--- src/rtl/pipe_mul_arbiter.sv ---
// Round-robin front end that shares one pipelined integer multiplier among
// NREQ requesters. An in-order tag FIFO records who issued each operation so
// that every commit is routed back to its issuer. The in-flight count is capped
// at DEPTH because the multiplier cannot be back-pressured.
module pipe_mul_arbiter #(
   parameter int NREQ  = 4,
   parameter int DEPTH = 8,
   parameter int IDW   = 2
) (
   input  logic                        clk,
   input  logic                        reset,
   input  logic [NREQ-1:0]             req_val,
   input  logic [32*NREQ-1:0]          req_a,
   input  logic [32*NREQ-1:0]          req_b,
   output logic [NREQ-1:0]             req_rdy,
   output logic [NREQ-1:0]             resp_val,
   output logic [63:0]                 resp_p,
   output logic [31:0]                 mul_intA,
   output logic [31:0]                 mul_intB,
   output logic                        mul_val_op,
   input  logic                        mul_oprand_rdy,
   input  logic                        mul_commit,
   input  logic [63:0]                 mul_longP,
   output logic [$clog2(DEPTH):0]      inflight,
   output logic                        err_orphan
);

   localparam int PW = $clog2(DEPTH);
   localparam int CW = PW + 1;

   logic [IDW-1:0]  rr_ptr_q, rr_ptr_d;
   logic [PW-1:0]   wr_ptr_q, wr_ptr_d, rd_ptr_q, rd_ptr_d;
   logic [CW-1:0]   inflight_q, inflight_d;
   logic [IDW-1:0]  tag_q [DEPTH];
   logic [IDW-1:0]  tag_d [DEPTH];
   logic [NREQ-1:0] resp_val_q, resp_val_d;
   logic [63:0]     resp_p_q, resp_p_d;
   logic            err_orphan_q, err_orphan_d;

   logic            fifo_empty, can_issue, push, pop;
   logic [NREQ-1:0] grant;
   logic [IDW-1:0]  gnt_id, head_id;

   assign fifo_empty = (inflight_q == '0);
   // A same-cycle commit frees a slot, so a full FIFO may still issue.
   assign can_issue  = mul_oprand_rdy & ((inflight_q < CW'(DEPTH)) | mul_commit);
   assign head_id    = tag_q[rd_ptr_q];
   assign push       = |grant;
   assign pop        = mul_commit & ~fifo_empty;

   // Round-robin search starting at rr_ptr; gnt_id defaults to rr_ptr so the
   // operand mux has a defined source when nothing is granted.
   always_comb begin
      logic found;
      int   idx;
      grant  = '0;
      gnt_id = rr_ptr_q;
      found  = 1'b0;
      idx    = 0;
      if (can_issue) begin
         for (int k = 0; k < NREQ; k++) begin
            idx = int'(rr_ptr_q) + k;
            if (idx >= NREQ) idx = idx - NREQ;
            if (!found && req_val[idx]) begin
               found      = 1'b1;
               grant[idx] = 1'b1;
               gnt_id     = IDW'(idx);
            end
         end
      end
   end

   // Zero-latency issue datapath to the multiplier.
   always_comb begin
      req_rdy    = grant;
      mul_val_op = push;
      mul_intA   = req_a[32*int'(gnt_id) +: 32];
      mul_intB   = req_b[32*int'(gnt_id) +: 32];
   end

   // Next-state: pointer advance, tag FIFO, in-flight count, response capture.
   always_comb begin
      rr_ptr_d     = rr_ptr_q;
      wr_ptr_d     = wr_ptr_q;
      rd_ptr_d     = rd_ptr_q;
      inflight_d   = inflight_q;
      tag_d        = tag_q;
      resp_val_d   = '0;
      resp_p_d     = resp_p_q;
      err_orphan_d = err_orphan_q | (mul_commit & fifo_empty);
      if (push) begin
         tag_d[wr_ptr_q] = gnt_id;
         wr_ptr_d        = wr_ptr_q + PW'(1);
         rr_ptr_d        = (int'(gnt_id) == NREQ-1) ? '0 : gnt_id + IDW'(1);
      end
      if (pop) begin
         rd_ptr_d            = rd_ptr_q + PW'(1);
         resp_val_d[head_id] = 1'b1;
         resp_p_d            = mul_longP;
      end
      if (push && !pop)      inflight_d = inflight_q + CW'(1);
      else if (pop && !push) inflight_d = inflight_q - CW'(1);
   end

   // State registers; reset discards all in-flight tags.
   always_ff @(posedge clk or negedge reset) begin
      if (!reset) begin
         rr_ptr_q     <= '0;
         wr_ptr_q     <= '0;
         rd_ptr_q     <= '0;
         inflight_q   <= '0;
         tag_q        <= '{default: '0};
         resp_val_q   <= '0;
         resp_p_q     <= '0;
         err_orphan_q <= 1'b0;
      end else begin
         rr_ptr_q     <= rr_ptr_d;
         wr_ptr_q     <= wr_ptr_d;
         rd_ptr_q     <= rd_ptr_d;
         inflight_q   <= inflight_d;
         tag_q        <= tag_d;
         resp_val_q   <= resp_val_d;
         resp_p_q     <= resp_p_d;
         err_orphan_q <= err_orphan_d;
      end
   end

   assign resp_val   = resp_val_q;
   assign resp_p     = resp_p_q;
   assign inflight   = inflight_q;
   assign err_orphan = err_orphan_q;

endmodule

--- config.mk ---
export PLATFORM = sky130hd
export DESIGN_NAME = pipe_mul_arbiter
export DESIGN_NICKNAME = d
export VERILOG_FILES = /design/src/rtl/pipe_mul_arbiter.sv
export SDC_FILE = /design/constraint.sdc
export NUM_CORES = 1
export LEC_CHECK = 0
export CORE_AREA = 2 2 180 182
export CTS_CLUSTER_SIZE = 14
export DETAILED_ROUTE_END_ITERATION = 8
export DIE_AREA = 0 0 182 184
export PLACE_DENSITY = 0.61
export SLEW_MARGIN = 20
export SYNTH_ARGS = -nofsm -noshare
export SYNTH_HDL_FRONTEND = slang
export SYNTH_SLANG_ARGS = --single-unit
--- constraint.sdc ---
create_clock -name clk -period 5.4 [get_ports clk]
set_input_delay 1.08 -clock clk [delete_from_list [all_inputs] [get_ports clk]]
set_output_delay 1.08 -clock clk [all_outputs]
set_load 0.005 [all_outputs]
==> results.toml, run 1 <==
[logic_synthesis]
yosysWarningCount = 0
syn_nets = 735
ys_seq_area_frac = 0.412
netlist.area_leader.share = 0.412
synthFlopType = "dfrtp_1"
synth_edf_count = 0
synth_area_leaders = "dfrtp_1 (41%), mux4_2 (27%), mux2_2 (14%)"
synth_cells = 397
syn_area_sq_um = 5890
ys_async_sr_fraction = 1.00
syn_area_per_cell_sq_um = 14.8
synthDistinctLibCells = 45
synth-seq-cells = 97
synth_top_area_cell = "dfrtp_1"

[clock_tree]
cts_made_buffers = 9
clk_pin_slew_ps = 70
cts_sinks = 97
cts_buffer_depth = 2
clock_latency_ps = 340
cts_tree = "done"
root_buffer = "clkbuf_16"
htree_num_levels = 3
cts_hold_buf = 0

[run]
drv_cap = 0

[pwr]
switching_share = 0.342
combPwrFrac = 0.702
internal-power_w = 0.00408
vdd_drop_max_mv = 0.339
power_frac_seq = 0.186
power_density_nw_per_um2 = 532
p_sw_w = 0.00212
p_leak_nw = 4.44
power_frac_clock = 0.111

[final_layout]
final_common_cell = "clkdlybuf4s50_1"
post-route-util = 0.371
fin_area_sq_um = 11600
synthToLayoutAreaGrowth_pct = 97.6
fill_cells = 3051
final_nets = 1214
regArea_sq_um = 2430
final_cell_mix = "clkdlybuf4s50_1 (467), dfrtp_1 (97), mux2_2 (75)"
layout-drive-gt1-share = 0.229
fin_cells = 1290
multi_input_area_sq_um = 3340

[drt]
wirelength_mm = 29.7
remaining_drc_errors = 0
firstDrtPassIters = 4
vias_per_cell = 4.44
ant_nets = 0
vias = 5729
drtIter0Drc = 194
wl_per_cell_um = 23.0

[sta]
fin_skew_ps = 7.48
setup_viol = 0
worst_slack_ps = 67.7
drv_slew = 0
slew_headroom = 0.387
period_minus_slack_ps = 5330
tightest_slew_ps = 919
hold_viol = 0
max_freq_mhz = 188
timing.final.crit_share = 0.987

[outcome]
outcome = "completed"

[die]
chipHeight_um = 184
ios = 470
dieArea_sq_um = 33500
start_util = 0.188
rows = 65
core_area_sq_um = 31400
die_x_um = 182

[placed_design]
place_area_sq_um = 11200
portBuffers = 469
post-place-ws_ps = 59.5
hpwl_mm = 25.1
dpl.cell_count = 1258
place_congestion = 0.938

[global_route]
grt_pass1_vias = 6240
grt_pass1_wl_mm = 41.1
grt_max_degree = 70
track_usage = 0.170
antenna_found_initial = 9
grt_overflow = 0

[setup_path]
worst_ep_arrival_time_ps = 4250
worst-setup-path-type = "input pin to output pin"
startpoint_type = "input pin"
path_delay_family = "buffers and inverters"
cp_max_fo = 19
required_ps = 4320
endpoint_kind = "output pin"
crit_chain = "clkdlybuf4s50_1 > mux4_2 > nor3_1 > a2bb2oi_1 > o221ai_4 > buf_4 > mux4_2 > clkdlybuf4s50_1"
critical_path_buf_inv_count = 3
cp_slowest_cell = "mux4_2"
cpPeakStageDelay_ps = 580

[worst_hold_path]
hold_class = "flop to flop"
sequential cells by signal, indices dropped and copies added (netlist names):
| register | cells |
|---|---|
| inflight | 4 |
| rr_ptr_q | 2 |
| tag_q | 16 |
| err_orphan | 1 |
| rd_ptr_q | 3 |
| wr_ptr_q | 3 |
| resp_val | 4 |
| resp_p | 64 |
layer usage:
| metal | track usage | wire (um) |
|---|---|---|
| met5 | 0 | 0 |
| met4 | 0.0845 | 1110 |
| met3 | 0.0733 | 3190 |
| met2 | 0.292 | 14800 |
| met1 | 0.180 | 10500 |
layout make-up:
cell class,count,area share
Tap cell,402,0.0432
Antenna cell,9,0.00193
Clock inverter,5,0.00763
Sequential cell,97,0.208
Multi-Input combinational cell,259,0.287
Inverter,10,0.00322
Clock buffer,9,0.0193
Timing Repair Buffer,499,0.429
power groups by stage:
stage	logic (W)	registers (W)	clock network [W]
global route	0.00466	0.00119	0.000755
CTS	0.00422	0.00116	0.000729
floorplan	0.00211	0.00113	0
detailed placement	0.00421	0.00117	0
global placement	0.00420	0.00116	0
finish	0.00435	0.00115	0.000690
synth_stat cells, drive strengths merged (5+ instances only):
| library cell | instances |
|---|---|
| nor2 | 12 |
| mux4 | 70 |
| a211oi | 7 |
| ha | 9 |
| clkbuf | 20 |
| nand2 | 9 |
| inv | 10 |
| o21ai | 5 |
| mux2 | 84 |
| buf | 11 |
| a21oi | 7 |
| dfrtp | 97 |
| nor3b | 6 |
| xnor2 | 9 |
final timing paths:
path	from	endpoint	slack, ps	cells after the start
max	req_val[3]	mul_intB[6]	70	8
min	err_orphan	err_orphan	460	1
max reg2reg	rr_ptr_q[0]	inflight[3]	1300	16
min in group asynchronous	reset	resp_p[42]	810	1
min reg2reg	err_orphan	err_orphan	460	1
max in group asynchronous	reset	inflight[1]	3550	2
repair_timing:
item                                   in CTS  in global routing
setup endpoints to repair                   0                 62
setup buffers                               0                  7
gates resized for setup                     0                  5
endpoints found under the hold margin       0                  0
cell families after synthesis:
| family | share of synthesized area |
|---|---|
| AOI/OAI and AO/OA | 0.0380 |
| xor gates and xnor gates | 0.0163 |
| adders and majority gates | 0.0225 |
| buffers and inverters | 0.0295 |
| DFF | 0.412 |
| muxes | 0.432 |
| and+or+nand+nor | 0.0499 |
worst register-to-register path: cells and delay by family, from the launching register on:
kind                       cells  cell delay (ps)
AOI/OAI and AO/OA              4              700
xor gates and xnor gates       2              260
and+or+nand+nor                3              740
DFF                            1              360
adders and majority gates      3              880
muxes                          1              610
buffers and inverters          3              430
per-stage QoR:
stage | TNS [ps] | hold WS, ps | total power (W)
global route | -32.5 | 487 | 0.00661
detailed placement | 0 | 453 | 0.00538
global placement | 0 | 443 | 0.00536
CTS | 0 | 470 | 0.00611
finish | 0 | 463 | 0.00620
floorplan | 0 | 451 | 0.00324
Power figures use the tool's default switching activity.
==> run 2: changes to the inputs <==
--- a/config.mk
+++ b/config.mk
@@ -10,6 +10,8 @@
 export DETAILED_ROUTE_END_ITERATION = 8
 export DIE_AREA = 0 0 182 184
 export PLACE_DENSITY = 0.61
+export RECOVER_POWER = 100
+export SKIP_LAST_GASP = 1
 export SLEW_MARGIN = 20
 export SYNTH_ARGS = -nofsm -noshare
 export SYNTH_HDL_FRONTEND = slang
==> run 2 against run 1 <==
  * The run now ends with max-capacitance violations, max-slew violations left
  * Final area down 0.15%
  * Sequential share of layout area about the same
  * Clock skew about the same
  * Hold slack worse by 6.1 ps
  * Global-route usage unchanged
  * Critical path type unchanged
==> results.toml, run 2 (synthesis gave the netlist of run 1 again) <==
[sta]
tightest_slew_ps = 3370
timing.hold.ws_ps = 457
drv_slew = 132
worst_slack_ps = 72.0
hold_viol = 0
timing.final.crit_share = 0.987
max_freq_mhz = 188
setup_viol = 0
slew_headroom = -1.25
fin_skew_ps = 7.57
period_minus_slack_ps = 5330

[final_layout]
fin_area_sq_um = 11600
final_cell_mix = "clkdlybuf4s50_1 (388), dfrtp_1 (97), dlygate4sd3_1 (79)"
final_nets = 1214
largest_reg_flops = 64
layout-drive-gt1-share = 0.224
synthToLayoutAreaGrowth_pct = 97.3
fill_cells = 3054
post-route-util = 0.370
multi_input_area_sq_um = 3330
regArea_sq_um = 2430
final_common_cell = "clkdlybuf4s50_1"

[setup_path]
cp_max_fo = 10
cp_slowest_cell = "o21ai_0"
path_delay_family = "buffers and inverters"
worst-setup-path-type = "input pin to output pin"
cp_common_cell = "dlygate4sd3_1"
required_ps = 4320
critical_path_buf_inv_count = 3
endpoint_kind = "output pin"
cpPeakStageDelay_ps = 690
worst_ep_arrival_time_ps = 4250
crit_chain = "dlygate4sd3_1 > o21ai_0 > buf_4 > a211oi_1 > a311o_1 > or4_1 > dlygate4sd3_1"
startpoint_type = "input pin"

[drt]
wirelength_mm = 29.6
remaining_drc_errors = 0
wl_per_cell_um = 23.0
ant_nets = 0
vias = 5741
firstDrtPassIters = 4
drtIter0Drc = 202
vias_per_cell = 4.45

[outcome]
violations = "max-capacitance violations, max-slew violations"
outcome = "complete, but fails checks"

[die]
die_x_um = 182
ios = 470
core_area_sq_um = 31400
rows = 65
dieArea_sq_um = 33500
chipHeight_um = 184
start_util = 0.188

[pwr]
p_leak_nw = 4.48
power_density_nw_per_um2 = 525
vdd_drop_max_mv = 0.339
power.total_w = 0.00611

[placed_design]
portBuffers = 469
place_congestion = 0.938
place_area_sq_um = 11200
hpwl_mm = 25.1
post-place-ws_ps = 59.5

[clock_tree]
cts_buffer_depth = 2
cts_sinks = 97
cts_made_buffers = 9
root_buffer = "clkbuf_16"
clk_pin_slew_ps = 70
cts_tree = "done"
htree_num_levels = 3
clock_latency_ps = 340

[global_route]
grt_overflow = 0
grt_pass1_vias = 6240
antenna_found_initial = 9
grt_max_degree = 70
grt_pass1_wl_mm = 41.1
track_usage = 0.170

[worst_hold_path]
hold_class = "flop to flop"

[run]
drv_cap = 2
run 2: cell types whose count changed in the layout (fill, tap and decap cells not counted):
cell,change
nand2_1,+2
clkbuf_1,+1
buf_4,-3
o21ai_0,+1
mux2_1,+1
dlygate4sd3_1,+79
mux2_4,-1
clkdlybuf4s50_1,-79
nand2_2,-2
clkbuf_2,+2
o21ai_1,-1
run 2: through the flow:
stage,TNS [ps],std cells
floorplan,0,397
global placement,0,1258
detailed placement,0,1258
CTS,0,1272
global route,-32.5,1290
finish,0,1290
run 2: cell type report:
class                           instances  area share
Clock inverter                          5     0.00764
Sequential cell                        97       0.209
Inverter                               10     0.00323
Clock buffer                            9      0.0194
Antenna cell                            9     0.00194
Tap cell                              402      0.0433
Multi-Input combinational cell        259       0.287
Timing Repair Buffer                  499       0.429
run 2: worst paths after layout:
kind                              from          end  slack, ps  cells after the start
setup / recovery            mul_commit   mul_val_op         70                      7
hold / removal              err_orphan   err_orphan        460                      1
setup reg to reg           rr_ptr_q[0]  inflight[3]       1330                     16
hold reg to reg             err_orphan   err_orphan        460                      1
max in group asynchronous        reset   resp_p[21]       1200                      2
min in group asynchronous        reset   resp_p[38]       1860                      1
run 2: timing repair:
item | in CTS | in global routing
hold buffers | 0 | 0
resized for setup | 0 | 5
endpoints found under the setup margin | 0 | 62
buffers inserted | 0 | 7
run 2: power breakdown:
| part | leakage, nW | internal [W] | total (W) | switching, W |
|---|---|---|---|---|
| logic | 3.18 | 0.00262 | 0.00427 | 0.00165 |
| clock network | 0.154 | 0.000408 | 0.000689 | 0.000282 |
| registers | 1.14 | 0.000979 | 0.00115 | 0.000167 |
| total | 4.48 | 0.00401 | 0.00611 | 0.00210 |
run 2: routing by layer:
metal  vias to the layer above  track usage  share of wire
met2                       346        0.292           0.50
met1                      2822        0.180           0.35
met5                         -            0              0
met3                        51       0.0733           0.11
li1                       2522            -              -
met4                         0       0.0845          0.037
==> patch (config.mk and constraints of run 2) <==
Set the parameter `DEPTH` to 16 (it was 8).
--- a/src/rtl/pipe_mul_arbiter.sv
+++ b/src/rtl/pipe_mul_arbiter.sv
@@ -5,5 +5,5 @@
 module pipe_mul_arbiter #(
    parameter int NREQ  = 4,
-   parameter int DEPTH = 8,
+   parameter int DEPTH = 16,
    parameter int IDW   = 2
 ) (
Ports: changed (resized inflight); port bits go from 470 to 471. No check against the original RTL was run, so the function may have changed too.
==> patch against run 2 <==
The run still ends with capacitance limit, slew limit left. Highest routed layer is now met5. Fmax increased by 1.4%. Setup slack improved by 72 ps. Sequential cell count grew 19. Design area increased by 11%. Wire length decreased by 1.4%. Total power is 10% higher. Cell count rose by 16%. Area after synthesis up 19%.
==> patch: results (changes against run 2) <==
* Launch point of the worst path: req_val[2]
* Final routed wire length divided by cell count at 19.4 um (-15%)
* IR drop worst, VDD at 0.303 mV (-10%)
* Area after detailed placement at 12300 um^2 (+10%)
* Area of the multi-input gates at 3820 um^2 (+14%)
* Violations in the final reports: capacitance limit, slew limit
* Max Slew Vio Count at 204 (+55%)
* Leak pwr at 5.43 nW (+21%)
* Most common library cells after synthesis: sky130_fd_sc_hd__nand2_1, sky130_fd_sc_hd__dfrtp_1, sky130_fd_sc_hd__mux4_2
* Yosys cell types at 42 (-6.7%)
* Status: complete, but fails checks
* Met1 GRT Util at 0.223 (+0.0436)
* Number of DRC markers in iteration 0 at 354 (+75%)
* Global-route wire length before repair at 42.8 mm (+4.2%)
* Clock network fraction of design power at 0.163 (+0.050)
* Worst hold start: resp_p[35]
* Register-to-register setup slack at 970 ps (-360 ps)
* Met2 wire len at 13.7 mm (-7.4%)
* Worst hold margin at 463 ps (+6.44 ps)
* Hold-critical path depth at 2 (+1)
* Ratio of routed vias to standard cells at 4.51 (+1.4%)
* Switching part of the total power at 0.351 (+0.00751)
* Part of the total power dissipated in sequential elements at 0.201 (+0.013)
* Max-capacitance violation count at 3 (+1)
* Clock transition time at the flip-flop clock pins of the worst setup and hold paths at 50 ps (-20 ps)
* H-Tree Depth at 4 (+1)
* Worst skew pair latency at 420 ps (+80 ps)
* Wire length the detailed router placed on met1 at 12.3 mm (+18%)
* PortBufs at 470 (+0.21%)
* Fillers at 2980 (-2.4%)
* CP peak stage delay at 570 ps (-120 ps)
* DP Wirelength at 23.5 mm (-6.7%)
* Cell internal pwr at 4.37 mW (+9.0%)
* Crit-path max FO at 12 (+2)
* Instance count after placement with tap cells included at 1461 (+16%)
* Final GP Congestion at 0.938 (about the same)
* Biggest area contributors in the synthesized netlist: sky130_fd_sc_hd__dfrtp_1, sky130_fd_sc_hd__mux4_2, sky130_fd_sc_hd__nand2_1
* Cell depth of the worst flop-to-flop path at 17 (+1)
[patch: cell count changes after synthesis, moves of 5 or more]
cell                       delta
sky130_fd_sc_hd__mux2i_1      +5
sky130_fd_sc_hd__dfrtp_1     +19
sky130_fd_sc_hd__mux2_2      -49
sky130_fd_sc_hd__nor3_4       +8
sky130_fd_sc_hd__nor3_1       +6
sky130_fd_sc_hd__buf_2        +6
sky130_fd_sc_hd__nand2_1    +212
sky130_fd_sc_hd__a211oi_1     -7
sky130_fd_sc_hd__mux4_2       +6
[patch: kinds of logic after synthesis]
logic type | synth area share
XOR/XNOR | 0.0174
AO/OA/AOI/OAI | 0.0213
buffers and inverters | 0.0356
flip-flops | 0.413
adder cells (fa/ha/maj) | 0.0260
AND/OR/NAND/NOR | 0.172
multiplexers | 0.315
[patch: layout make-up]
cell class                 instances  share of cell area
antenna                            1            0.000195
inverter                           9             0.00263
timing repair buffer             504               0.390
clock inverter                    10             0.00769
tap                              402              0.0391
multi-input combinational        438               0.297
clock buffer                      22              0.0377
sequential                       116               0.226
